### config.mk
export PLATFORM = sky130hd
export DESIGN_NAME = instr_fetch_flat
export DESIGN_NICKNAME = d
export VERILOG_FILES = /design/src/rtl/instr_fetch_pkg.sv /design/src/rtl/instr_fetch_if.sv /design/src/rtl/instr_fetch_pc_reg.sv /design/src/rtl/instr_fetch.sv /design/src/flat_wrapper.sv
export SDC_FILE = /design/constraint.sdc
export NUM_CORES = 1
export LEC_CHECK = 0
export ABC_CLOCK_PERIOD_IN_PS = 7400
export CORE_UTILIZATION = 45
export DETAILED_ROUTE_END_ITERATION = 6
export PLACE_DENSITY = 0.86
export SLEW_MARGIN = 20
export SYNTH_ARGS = -nofsm -noshare
export SYNTH_HDL_FRONTEND = slang
export SYNTH_SLANG_ARGS = --single-unit
### constraint.sdc
create_clock -name clk -period 7.4 [get_ports clk]
set_input_delay 1.85 -clock clk [delete_from_list [all_inputs] [get_ports clk]]
set_output_delay 1.85 -clock clk [all_outputs]
set_load 0.005 [all_outputs]
### src/rtl/instr_fetch_pkg.sv
// Shared RISC-V fetch definitions: data width, the NOP encoding, FSM states
// and the next-PC select used by the PC register.
package riscv_pkg;

  localparam int XLEN = 32;

  // addi x0, x0, 0
  localparam logic [XLEN-1:0] NOP_INSTR = 32'h0000_0013;

  typedef enum logic [1:0] {
    IDLE = 2'd0,
    REQ  = 2'd1,
    HOLD = 2'd2,
    ERR  = 2'd3
  } fetch_state_t;

  typedef enum logic [1:0] {
    PC_HOLD   = 2'd0,
    PC_INC    = 2'd1,
    PC_TARGET = 2'd2
  } pc_sel_t;

endpackage

### src/rtl/instr_fetch_if.sv
// Instruction-memory read bus: fetch unit is master, memory is slave.
interface instr_fetch_if;
  import riscv_pkg::*;

  logic            imem_req;
  logic [XLEN-1:0] imem_addr;
  logic            imem_rvalid;
  logic [XLEN-1:0] imem_rdata;

  modport master (
    output imem_req,
    output imem_addr,
    input  imem_rvalid,
    input  imem_rdata
  );

  modport slave (
    input  imem_req,
    input  imem_addr,
    output imem_rvalid,
    output imem_rdata
  );

endinterface

### src/rtl/instr_fetch_pc_reg.sv
// Program-counter register with hold / +4 / target next-PC mux.
module pc_reg
  import riscv_pkg::*;
#(
  parameter logic [XLEN-1:0] RESET_PC = 32'h0000_0000
) (
  input  logic            clk,
  input  logic            rst_n,
  input  pc_sel_t         sel,
  input  logic [XLEN-1:0] target,
  output logic [XLEN-1:0] pc_q
);

  // Update the PC according to the selected next-PC source; +4 wraps mod 2^32.
  always_ff @(posedge clk or negedge rst_n) begin
    if (!rst_n) begin
      pc_q <= RESET_PC;
    end else begin
      case (sel)
        PC_INC:    pc_q <= pc_q + 32'd4;
        PC_TARGET: pc_q <= target;
        default:   pc_q <= pc_q;
      endcase
    end
  end

endmodule

### src/rtl/instr_fetch.sv
// Single-outstanding-request instruction fetch unit. Fetches one word at a
// time, holds it for decode until consumed, then moves to PC+4 or a branch
// target. A misaligned target parks the unit in ERR until reset.
module instr_fetch #(
  parameter logic [31:0] RESET_PC  = 32'h0000_0000,
  parameter logic [31:0] NOP_INSTR = 32'h0000_0013
) (
  input  logic                 clk,
  input  logic                 rst_n,
  instr_fetch_if.master        imem,
  input  logic                 stall,
  input  logic                 PCSrc,
  input  logic [31:0]          PCTarget,
  output logic                 instr_valid,
  output logic [31:0]          Instr,
  output logic [31:0]          PC,
  output logic [31:0]          PCPlus4,
  output logic                 fetch_err
);

  riscv_pkg::fetch_state_t state_q;
  riscv_pkg::pc_sel_t      pc_sel;
  logic [31:0]             pc_q;
  logic [31:0]             instr_q;
  logic                    fetch_err_q;
  logic                    consume;
  logic                    target_misaligned;

  assign consume           = (state_q == riscv_pkg::HOLD) && !stall;
  assign target_misaligned = (PCTarget[1:0] != 2'b00);

  // Choose the next PC only when decode takes the held instruction.
  always_comb begin
    pc_sel = riscv_pkg::PC_HOLD;
    if (consume) begin
      if (!PCSrc)                 pc_sel = riscv_pkg::PC_INC;
      else if (!target_misaligned) pc_sel = riscv_pkg::PC_TARGET;
      else                        pc_sel = riscv_pkg::PC_HOLD;
    end
  end

  pc_reg #(
    .RESET_PC (RESET_PC)
  ) u_pc_reg (
    .clk    (clk),
    .rst_n  (rst_n),
    .sel    (pc_sel),
    .target (PCTarget),
    .pc_q   (pc_q)
  );

  // Fetch sequencing: request, capture on rvalid, hold until consumed.
  always_ff @(posedge clk or negedge rst_n) begin
    if (!rst_n) begin
      state_q     <= riscv_pkg::IDLE;
      instr_q     <= NOP_INSTR;
      fetch_err_q <= 1'b0;
    end else begin
      case (state_q)
        riscv_pkg::IDLE: begin
          state_q <= riscv_pkg::REQ;
        end
        riscv_pkg::REQ: begin
          if (imem.imem_rvalid) begin
            instr_q <= imem.imem_rdata;
            state_q <= riscv_pkg::HOLD;
          end
        end
        riscv_pkg::HOLD: begin
          if (!stall) begin
            instr_q <= NOP_INSTR;
            if (PCSrc && target_misaligned) begin
              fetch_err_q <= 1'b1;
              state_q     <= riscv_pkg::ERR;
            end else begin
              state_q <= riscv_pkg::REQ;
            end
          end
        end
        default: begin
          state_q <= riscv_pkg::ERR;
        end
      endcase
    end
  end

  // Outputs decode from registered state only; rdata never reaches Instr
  // without passing through instr_q.
  assign imem.imem_req  = (state_q == riscv_pkg::REQ);
  assign imem.imem_addr = pc_q;
  assign instr_valid    = (state_q == riscv_pkg::HOLD);
  assign Instr          = instr_valid ? instr_q : NOP_INSTR;
  assign PC             = pc_q;
  assign PCPlus4        = pc_q + 32'd4;
  assign fetch_err      = fetch_err_q;

endmodule

### src/flat_wrapper.sv
// flat-port wrapper written by rule: the top's interface ports become plain ports
module instr_fetch_flat 
#(
  parameter logic [31:0] RESET_PC  = 32'h0000_0000,
  parameter logic [31:0] NOP_INSTR = 32'h0000_0013
)
  (clk, rst_n, stall, PCSrc, PCTarget, instr_valid, Instr, PC, PCPlus4, fetch_err, imem_imem_req, imem_imem_addr, imem_imem_rvalid, imem_imem_rdata);
  instr_fetch_if imem_i ();
  input  logic clk;
  input  logic rst_n;
  input  logic stall;
  input  logic PCSrc;
  input  logic [31:0] PCTarget;
  output logic instr_valid;
  output logic [31:0] Instr;
  output logic [31:0] PC;
  output logic [31:0] PCPlus4;
  output logic fetch_err;
  output wire logic [$bits(imem_i.imem_req)-1:0] imem_imem_req;
  output wire logic [$bits(imem_i.imem_addr)-1:0] imem_imem_addr;
  input wire logic [$bits(imem_i.imem_rvalid)-1:0] imem_imem_rvalid;
  input wire logic [$bits(imem_i.imem_rdata)-1:0] imem_imem_rdata;
  assign imem_imem_req = imem_i.imem_req;
  assign imem_imem_addr = imem_i.imem_addr;
  assign imem_i.imem_rvalid = imem_imem_rvalid;
  assign imem_i.imem_rdata = imem_imem_rdata;
  instr_fetch #(.RESET_PC(RESET_PC), .NOP_INSTR(NOP_INSTR)) u_core (.clk(clk), .rst_n(rst_n), .imem(imem_i), .stall(stall), .PCSrc(PCSrc), .PCTarget(PCTarget), .instr_valid(instr_valid), .Instr(Instr), .PC(PC), .PCPlus4(PCPlus4), .fetch_err(fetch_err));
endmodule
# == After elaboration in Yosys (flattened, before gate mapping) ==
# Index checks and enable logic that the tools add are counted.
# word_totals
register_bits,67
input_bits,69
out_inout_bits,131
wordCells,34
# classes
add_sub_neg,1
n_eq_ne,6
mux,12
bitwise,1
reduce_logical,10
# ops
operator,count
32-bit one-hot mux with 2 select lines,2
32-bit 2-to-1 mux,3
"32-bit by 3-bit adder with 32-bit output, second input constant",1
2-bit 2-to-1 mux,6
2-bit one-hot mux with 3 select lines,1
3-bit AND reduction,2
2-bit nonzero test,3
"2-bit by 1-bit == test with 1-bit output, second input constant",2
"2-bit == test, second input constant",2
1-bit logical AND,2
2-bit logical NOT,1
"2-bit by 1-bit != test with 1-bit output, second input constant",1
"2-bit != test, second input constant",1
2-bit AND reduction,1
1-bit logical NOT,1
1-bit inverter,1

# == Logic depth before layout (Yosys ltp) ==
# logic_depth
depth_word,6
depth_mapped,10
mapped_depth_nobuf,8

# == Modules after synthesis ==
# Synthesis repeated with hierarchy kept, for this count alone.
# unflattened
hier_cells,493
hier_area_um2,4485.6
# modules_own_cells
module,n_inst,cells_per_inst,area_each_um2,seq_area_each_um2
instr_fetch,1,249,2409.8,879.6
pc_reg,1,244,2075.7,800.8

# == Worst setup path after synthesis ==
# No wires, ideal clock.
# synth_timing
path_kind,register to output
startpoint,register u_core.u_pc_reg.pc_q[5]
endpoint,output port PCPlus4[28]
arrival_time_ns,1.927
required_ns,5.550
setup_slack_ns,3.623
path_stages_with_launch,8
path_buffers,3
cell_sequence,dfrtp_1 > buf_4 > nand3_2 > buf_6 > or4_4 > buf_6 > or3_4 > xnor2_1
# synth_between
elab_chain_len,1
# synth_rtl
item,line_no,text
"start, declared",instr_fetch_pc_reg.sv:11,output logic [XLEN-1:0] pc_q
"start signal, assigned",instr_fetch_pc_reg.sv:20,PC_INC: pc_q <= pc_q + 32'd4;
"start signal, assigned",instr_fetch_pc_reg.sv:21,PC_TARGET: pc_q <= target;
"start signal, assigned",instr_fetch_pc_reg.sv:22,default: pc_q <= pc_q;
32-bit by 3-bit adder with 32-bit output,instr_fetch.sv:94,assign PCPlus4 = pc_q + 32'd4;
"end, declared",flat_wrapper.sv:17,output logic [31:0] PCPlus4;
# Every way passes these cells.

# == Worst setup path in the final report ==
# layout_timing
startpoint,input port stall
endpoint,register u_core.u_pc_reg.pc_q[23]
# layout_between
elab_chain_len,5
elab_cells_between_ends,7
cone_classes,eq/ne: 2; mux: 2; reduce/logical: 3
# layout_rtl
item,line_no,text
"start, declared",flat_wrapper.sv:11,input logic stall;
1-bit logical NOT *,instr_fetch.sv:29,assign consume = (state_q == riscv_pkg::HOLD) && !stall;
1-bit logical AND *,instr_fetch.sv:29,
2-bit 2-to-1 mux *,instr_fetch.sv:35,if (consume) begin
2-bit == test or 2-bit by 1-bit == test with 1-bit output (tied branches),instr_fetch_pc_reg.sv:19,case (sel)
32-bit one-hot mux with 2 select lines or 2-bit nonzero test (tied branches),-,
# Every way passes the cells marked *; elsewhere a longest branch is shown, timed or not.
# A chain may end at the register's enable or synchronous reset.

==> out/qor.csv <==
stage,metric,value,unit
placement,IO buf count,199,
yosys,Mapped Area,4220,sq um
timing,Rel. slew slack,0.385,
global_route,number of global-route vias before repair,3879,
routing,routed wire length,12.6,mm
yosys,"Async S/R FF share, synth",1.00,
floorplan,Die X,98.8,um
timing,period utilisation layout,0.733,
routing,Remaining DRCs,0,
placement,detailed placement HPWL,8.95,mm
clock_tree,Setup Buffers After CTS,0,
worst_setup_path,crit end category,register,
clock_tree,CTS Sinks,67,
floorplan,die area,9760,sq um
flow_run,max-cap violation count,0,
clock_tree,CTS Hold Bufs,0,
floorplan,IO Pins,200,
placement,Setup WS pre-CTS,1.78,ns
global_route,aggregate global routing overflow,0,
placement,placed cell area,5940,sq um
timing,Slew @ Worst Pin,0.914,ns
routing,wire per inst,17.7,um
final_layout,nets,669,
yosys,Yosys cell types,55,
clock_tree,clock buffer depth,2,
pwr,LEAKAGE,2.42,nW
routing,Post-DRT Antenna Nets,0,
routing,Vias/cell,5.78,
yosys,Synth Warn #,0,
yosys,Post-synth top cells,"dfrtp_1 (64), buf_4 (36), and2_1 (32), a22o_1 (29), clkbuf_1 (26)",
worst_setup_path,critical path's top delay family,simple AND/OR/NAND/NOR gates,
yosys,"flops & latches, synth",67,
pwr,combinational share of power,0.188,
timing,fin. max-slew vios,0,
timing,Clock Skews,0.0109,ns
yosys,"area leader, netlist",dfrtp_1,
yosys,Syn Inst Count,457,
worst_setup_path,Crit Path Class,input pin to register,
yosys,Post-synth EDFFs,0,
clock_tree,CTS tree,done,
pwr,clock share of power,0.302,
worst_setup_path,worst path cell trace,clkdlybuf4s50_1 > nor2_1 > and3_1 > ha_2 > clkinv_1 > nor2_1 > a22oi_1 > o311ai_1,
final_layout,Fillers,686,
final_layout,P&R area growth vs syn,45.3,%
placement,Routability Congestion,0.845,
routing,vias,4109,
floorplan,die height,98.8,um
timing,final setup TNS,0,ns
final_layout,post-route cell area,6130,sq um
yosys,syn avg cell area,9.23,sq um
yosys,sequential area share after synthesis,0.399,
pwr,net switching power,255,uW
timing,PnR worst setup slack,1.97,ns
pwr,PwrDens,151,nW/um^2
floorplan,Core Box Area,8890,sq um
final_layout,proportion of layout cells with a drive suffix above 1,0.0580,
worst_setup_path,RR Startpoint,u_core.state_q[0],
timing,Final setup viols,0,
yosys,Synth top area share,0.380,
worst_setup_path,worst path arrival time,5.66,ns
timing,min cycle time layout,5.43,ns
global_route,antenna violations before repair,0,
worst_setup_path,Critical Path Slowest Stage Cell,nor2_1,
min_path,min-delay src,u_core.fetch_err,
clock_tree,CTS H-tree lvls,3,
yosys,"Top FF cell, synth",dfrtp_1,
min_path,Min-Delay Path Class,register to register,
yosys,syn_nets,528,
pwr,Flop pwr share,0.510,
timing,final hold vios,0,
clock_tree,CTS resizes,0,
worst_setup_path,Startpoint Class,input pin,
floorplan,initial core utilization,0.474,
clock_tree,Num CTS Buffers,9,
worst_setup_path,Worst Path Required,7.63,ns
global_route,GRT Util Overall,0.259,
worst_setup_path,WP buf/inv,2,
clock_tree,Clock Latency Late Sink,0.35,ns
global_route,first-pass GRT wire length,20.0,mm
global_route,largest net degree at the start of global routing,68,
routing,initial DRC count,169,
final_layout,n_diodes,0,
worst_setup_path,critical path peak fanout,49,
clock_tree,clk slew on worst S/H paths,0.08,ns
pwr,Internal,673,uW
clock_tree,root buffer cell,clkbuf_8,
floorplan,Std-Cell Rows,34,
timing,RSZ-0062 raised after global routing,false,
yosys,top post-synthesis cells by area,"dfrtp_1 (38%), buf_4 (6.4%), a22o_1 (6.0%)",
pwr,Sw Ratio,0.274,
timing,Max Clock Freq,184,MHz
worst_setup_path,Max stage delay on crit path,0.93,ns
pwr,Max VDD drop,0.0889,mV
yosys,top-count cell post-synth,dfrtp_1,
worst_setup_path,origin of the worst setup path,stall,
worst_setup_path,crit-path most repeated cell,nor2_1,
status,outcome,"finished, final reports clean",
routing,TritonRoute pass-1 iters,5,
==> final timing paths <==
kind | endpoint | slack [ns] | cells after the start
setup / recovery | u_core.u_pc_reg.pc_q[23] | 1.97 | 8
hold / removal | u_core.fetch_err | 0.49 | 1
setup reg to reg | u_core.u_pc_reg.pc_q[23] | 3.42 | 8
hold reg to reg | u_core.fetch_err | 0.49 | 1
max in group asynchronous | u_core.instr_q[31] | 5.15 | 2
min in group asynchronous | u_core.u_pc_reg.pc_q[5] | 1.67 | 2
==> power by group through the flow <==
stage | sequential (mW) | combinational, mW | clock, mW
final | 0.473 | 0.174 | 0.280
after global routing | 0.481 | 0.191 | 0.299
after global placement | 0.476 | 0.171 | 0
after CTS | 0.473 | 0.176 | 0.281
after detailed placement | 0.475 | 0.179 | 0
after floorplan | 0.464 | 0.0853 | 0
==> cells by family after synthesis <==
group,Yosys count,synth area share
buffers and inverters,80,0.107
xor gates and xnor gates,27,0.0561
AOI/OAI and AO/OA,113,0.201
adders and majority gates,2,0.00593
and+or+nand+nor,163,0.219
DFF,67,0.399
muxes,5,0.0125
==> routing by layer <==
| layer | track usage | up-vias | wire length (um) |
|---|---|---|---|
| li1 | - | 1907 | - |
| met1 | 0.328 | 1952 | 5030 |
| met2 | 0.425 | 230 | 6120 |
| met3 | 0.0688 | 20 | 1200 |
| met4 | 0.0941 | 0 | 210 |
| met5 | 0 | - | 0 |
==> stage by stage <==
stage | utilization | cells | hold WS [ns] | total power, mW
finish | 0.689 | 711 | 0.490 | 0.927
global route | 0.689 | 711 | 0.503 | 0.971
CTS | 0.688 | 711 | 0.490 | 0.930
detailed placement | 0.668 | 695 | 0.468 | 0.654
global placement | 0.668 | 695 | 0.446 | 0.647
floorplan | - | 457 | 0.451 | 0.549
==> state kept, by name, summed over array words and instances (netlist names) <==
register	cells
u_core.u_pc_reg.pc_q	32
u_core.state_q	2
u_core.fetch_err	1
u_core.instr_q	32
==> placed cells by master, fill, tap and decap left out, drive strengths merged, types with 3 or more instances in the layout <==
cell type / n
clkdlybuf4s50: 198
dfrtp: 64
and2: 32
a22o: 29
nand2: 25
xnor2: 23
nand3: 20
o21ai: 19
nor2: 19
nor3: 15
a22oi: 12
o311ai: 12
and3: 11
or3: 11
a21oi: 10
inv: 10
clkbuf: 9
o211ai: 8
nor4: 6
nand2b: 5
a311o: 5
and4: 4
xor2: 4
clkinv: 4
nand4: 3
nor2b: 3
a31oi: 3
mux2i: 3
o22a: 3
clkinvlp: 3
dfstp: 3
or4: 3
==> worst register-to-register path: cells and delay by family, from the launching register on <==
family,cells,cell delay (ns)
AOI/OAI and AO/OA,2,0.32
buffers and inverters,1,0.81
and+or+nand+nor,4,1.59
adders and majority gates,1,0.77
DFF,1,0.39
==> layout make-up <==
type                            count  area, sq um  area share
Multi-Input combinational cell    310         2100       0.343
Sequential cell                    67         1680       0.274
Timing Repair Buffer              200         1990       0.326
Tap cell                          108          135      0.0221
Clock inverter                      7         53.8     0.00878
Inverter                           10         37.5     0.00613
Clock buffer                        9          124      0.0202
Power figures use the tool's default switching activity.
==> patch 1 (same settings) <==
Reset style: synchronous (`rst_n`), changed in 2 clocked blocks.
--- a/src/rtl/instr_fetch_pc_reg.sv
+++ b/src/rtl/instr_fetch_pc_reg.sv
@@ -13,5 +13,5 @@
 
   // Update the PC according to the selected next-PC source; +4 wraps mod 2^32.
-  always_ff @(posedge clk or negedge rst_n) begin
+  always_ff @(posedge clk) begin
     if (!rst_n) begin
       pc_q <= RESET_PC;
--- a/src/rtl/instr_fetch.sv
+++ b/src/rtl/instr_fetch.sv
@@ -51,5 +51,5 @@
 
   // Fetch sequencing: request, capture on rvalid, hold until consumed.
-  always_ff @(posedge clk or negedge rst_n) begin
+  always_ff @(posedge clk) begin
     if (!rst_n) begin
       state_q     <= riscv_pkg::IDLE;
Function: differs if rst_n is asserted again (counterexample within 4 cycles, from zero or initial values and one cycle with rst_n low); with rst_n held inactive, the same outputs for 10 cycles.
==> patch 1 against the original RTL <==
Wire length up 0.41%; design area is 0.82% lower; sequential cell count did not move; power increased by 2.4%; worst hold slack lost 0.0014 ns; synthesized area fell by 2.7%; count of clock-buffer cells in the layout up 3; core utilization increased by 0.43 points; sequential share of layout area decreased by 5.4 points; fmax up 13%; clock skew is 0.0017 ns higher; setup slack better by 0.64 ns; largest cell class unchanged; largest power group unchanged.
==> patch 1: results (changes against the original RTL) <==
- Status: completed (unchanged)
- Tot GR Track Use: 25.68% (was 25.86%)
- Register area share after synthesis: 32.68% (was 39.85%)
- Met1 WL: 4856 um (was 5031 um)
- Crit. Startpoint: u_core.u_pc_reg.pc_q[8] (was stall)
- Routed wl met2: 6113 um (was 6124 um)
- Syn_nets: 582 (was 528)
- Largest net degree at the start of global routing: 58 (was 68)
- Via Count: 4423 (was 4109)
- First drt pass iteration count: 4 (was 5)
- Final net count: 721 (was 669)
- 1st-iter DRT viols: 214 (was 169)
- Worst slew pin tran: 0.9700 ns (was 0.9141 ns)
- Met3 Routed Length: 1336 um (was 1200 um)
- Switch share: 25.40% (was 27.44%)
- CP max-delay cell: or4_1 (was nor2_1)
- Met2 GRT Util: 44.11% (was 42.55%)
- Final GP Congestion: 0.8402 (was 0.8447)
- Hold Path End: u_core.state_q[1] (was u_core.fetch_err)
- RR Startpoint: u_core.state_q[0] (unchanged)
- Synth top area cells: dfxtp_1 (33%), a22oi_1 (8.0%), buf_4 (6.2%), nor2_1 (5.8%), and2_1 (5.2%) (was dfrtp_1 (38%), buf_4 (6.4%), a22o_1 (6.0%), xnor2_1 (4.8%), and2_1 (4.7%))
- Wire length of the first global-routing pass: 20280 um (was 19980 um)
- Via count of the first global-routing pass: 4244 (was 3879)
- Placed Instances: 747 (was 695)
- Routed WL per cell: 16.54 um (was 17.68 um)
- DP HPWL: 8925 um (was 8951 um)
- Worst Path Arrival: 2.94 ns (was 5.66 ns)
- Clk pwr: 351 uW (was 280 uW)
- CP Max Fanout: 11 (was 49)
- M3 GR Usage: 7.698% (was 6.879%)
- R2r worst-path depth: 10 (was 8)
- Placed cell areas: 5842 sq um (was 5936 sq um)
- Internal reg-to-reg setup slack: 4.56 ns (was 3.42 ns)
- Hold Path Cell Cnt: 2 (was 1)
- Seq pwr: 412 uW (was 473 uW)
==> patch 1: cell types whose count changed in the layout (fill, tap and decap cells not counted), moves of 7 or more <==
cell      before  now
nor3_1        15    5
a22oi_1       12   44
dfxtp_1        0   67
o211ai_1       8    1
nand2_1       25   36
dfrtp_1       64    0
a22o_1        29    7
nand4_1        3   11
nor2_1        18   62
o21ai_0       19    9
a21oi_1       10   17
==> patch 1: area by class of cell <==
cell class	instances	area (sq um)	share of cell area (%)
timing repair buffer	202	2014	33.15
tap	108	135.1	2.224
clock buffer	12	155.1	2.554
clock inverter	4	72.57	1.194
sequential	67	1341	22.08
inverter	5	18.77	0.3089
multi-input combinational	365	2338	38.49
==> patch 1: kinds of logic after synthesis <==
kind of cell	count (synthesis)	synth area share [%]
AO/OA/AOI/OAI	108	18.51
XOR/XNOR	27	5.762
adder cells (fa/ha/maj)	2	0.6097
buffers and inverters	79	10.67
flip-flops	67	32.68
multiplexers	15	3.841
AND/OR/NAND/NOR	213	27.93
==> patch 2 (config.mk and constraints unchanged) <==
Made on the original files. The 4 states of `fetch_state_t` get a one-hot encoding in 4 bits.
--- a/src/rtl/instr_fetch_pkg.sv
+++ b/src/rtl/instr_fetch_pkg.sv
@@ -8,9 +8,9 @@
   localparam logic [XLEN-1:0] NOP_INSTR = 32'h0000_0013;
 
-  typedef enum logic [1:0] {
-    IDLE = 2'd0,
-    REQ  = 2'd1,
-    HOLD = 2'd2,
-    ERR  = 2'd3
+  typedef enum logic [3:0] {
+    IDLE = 4'b0001,
+    REQ  = 4'b0010,
+    HOLD = 4'b0100,
+    ERR  = 4'b1000
   } fetch_state_t;
 
Check against the original RTL: no difference found for any inputs over 10 cycles, from zero or initial values and one cycle with rst_n low; not proved beyond that.
==> patch 2 against the original RTL <==
Global-route usage fell by 0.61 points; clock power is 35% higher; design area is 8.2% higher; power fell by 6.1%; setup slack better by 0.39 ns; combinational power is 49% lower; sequential cell count is 2 higher; synthesized area rose by 9.6%; wire length grew 7.3%; clock skew about the same; first-iteration DRC count grew 22%.
==> patch 2: results (changes against the original RTL) <==
- Status: completed (unchanged)
- Register area share after synthesis: 37.48% (was 39.85%)
- Cell row count: 36 (was 34)
- Crit. Startpoint: u_core.state_q[1] (was stall)
- Final net count: 758 (was 669)
- Synth top area cells: dfrtp_1 (35%), nand2_1 (7.1%), buf_4 (5.7%), nand3_1 (5.2%), and2_1 (3.9%) (was dfrtp_1 (38%), buf_4 (6.4%), a22o_1 (6.0%), xnor2_1 (4.8%), and2_1 (4.7%))
- Switch Pwr: 196.7 uW (was 254.5 uW)
- CP max-delay cell: inv_1 (was nor2_1)
- Synth warnings: 0 (unchanged)
- End of the critical path: Instr[28] (was u_core.u_pc_reg.pc_q[23])
- Clock share of power: 43.6% (was 30.2%)
- N_diodes: 0 (unchanged)
- Clk pin slew, worst setup/hold paths: 0.08 ns (about the same)
- Seq pwr: 403 uW (was 473 uW)
- Root Buffer: clkbuf_8 (unchanged)
- RR Startpoint: u_core.state_q[1] (was u_core.state_q[0])
- DP HPWL: 9515 um (was 8951 um)
- Synth top cells by count: nand2_1 (88), dfrtp_1 (65), nand3_1 (48) (was dfrtp_1 (64), buf_4 (36), and2_1 (32))
- Post-layout minimum cycle time: 5.038 ns (was 5.426 ns)
- Worst-Skew Late Latency: 0.35 ns (about the same)
- Wire length of the first global-routing pass: 20770 um (was 19980 um)
- Synth Flop Type: dfrtp_1 (unchanged)
- Crit-path leading delay family: buffers and inverters (was simple AND/OR/NAND/NOR gates)
- Reg2reg end: u_core.u_pc_reg.pc_q[27] (was u_core.u_pc_reg.pc_q[23])
- Tot GR Track Use: 25.25% (was 25.86%)
- Syn_nets: 620 (was 528)
- Routed WL per cell: 16.36 um (was 17.68 um)
- Post-Place Setup Slack: 1.886 ns (was 1.777 ns)
- CP Max Fanout: 39 (was 49)
- Distinct cells, synth: 61 (was 55)
- Port-buffer cells: 199 (unchanged)
- Skew final: 0.01053 ns (was 0.01088 ns)
- H-tree lvl count: 3 (unchanged)
- PostCTS Resize Cnt: 0 (unchanged)
- Via count of the first global-routing pass: 4312 (was 3879)
- Final GP Congestion: 0.8771 (was 0.8447)
- Largest net degree at the start of global routing: 60 (was 68)
- Crit-path max cell delay: 0.68 ns (was 0.93 ns)
- Antenna Nets Post-Route: 0 (unchanged)
- Reg power frac: 46.3% (was 51.0%)
- Ys async rst share: 100.0% (unchanged)
- R2r worst-path depth: 9 (was 8)
- Maximum vdd drop: 0.08525 mV (was 0.08891 mV)
- 1st-iter DRT viols: 207 (was 169)
- First drt pass iteration count: 5 (unchanged)
- Static Leak: 0.002846 uW (was 0.002423 uW)
- Fraction of final layout cells with drive strength greater than 1: 6.802% (was 5.804%)
- Worst Path Arrival: 3.19 ns (was 5.66 ns)
- Worst slew pin tran: 0.9651 ns (was 0.9141 ns)
- Routed vias/inst: 5.589 (was 5.779)
- Number of setup buffers added after CTS: 0 (unchanged)
- Largest registers in the final layout: u_core.instr_q (32), u_core.u_pc_reg.pc_q (32), u_core.state_q (4) (was u_core.instr_q (32), u_core.u_pc_reg.pc_q (32), u_core.state_q (2))
patch 2: worst min path at each step:
stage	from	depth (start not counted)	to	slack, ns
after global routing	u_core.instr_q[0]	2	u_core.instr_q[0]	0.47
final	u_core.instr_q[0]	2	u_core.instr_q[0]	0.46
after CTS	u_core.instr_q[0]	2	u_core.instr_q[0]	0.45
after detailed placement	u_core.instr_q[0]	2	u_core.instr_q[0]	0.44
after floorplan	u_core.instr_q[10]	2	u_core.instr_q[10]	0.43
after global placement	u_core.instr_q[4]	2	u_core.instr_q[4]	0.44
patch 2: kinds of logic after synthesis:
group                      Yosys count  synth area share [%]
xor gates and xnor gates            27                 5.118
and+or+nand+nor                    262                 30.08
other                                1               0.08116
DFF                                 69                 37.48
adders and majority gates            3                0.8124
AOI/OAI and AO/OA                   89                 14.27
muxes                                6                 1.300
buffers and inverters               91                 10.86
patch 2: metal layers:
layer | wire length (um) | GRT usage (%) | vias to the layer above
li1 | - | - | 2150
met5 | 0 | 0 | -
met3 | 1251 | 5.444 | 17
met1 | 5540 | 31.84 | 2183
met2 | 6469 | 42.05 | 255
met4 | 222 | 10.73 | 0
patch 2: through the flow:
| step | instance area [sq um] | std cells |
|---|---|---|
| 5_1_grt | 6628 | 824 |
| 3_3_place_gp | 6354 | 806 |
| 3_5_place_dp | 6376 | 808 |
| 4_1_cts | 6624 | 824 |
| 6_report | 6628 | 824 |
| 2_1_floorplan | 4621 | 548 |
patch 2: cell type report:
cell class / count / area [sq um]
Clock inverter: 7 / 123.9
Clock buffer: 9 / 123.9
Timing Repair Buffer: 203 / 2024
Multi-Input combinational cell: 388 / 2401
Inverter: 15 / 56.30
Fill cell: 745 / 3237
Tap cell: 133 / 166.4
Sequential cell: 69 / 1732
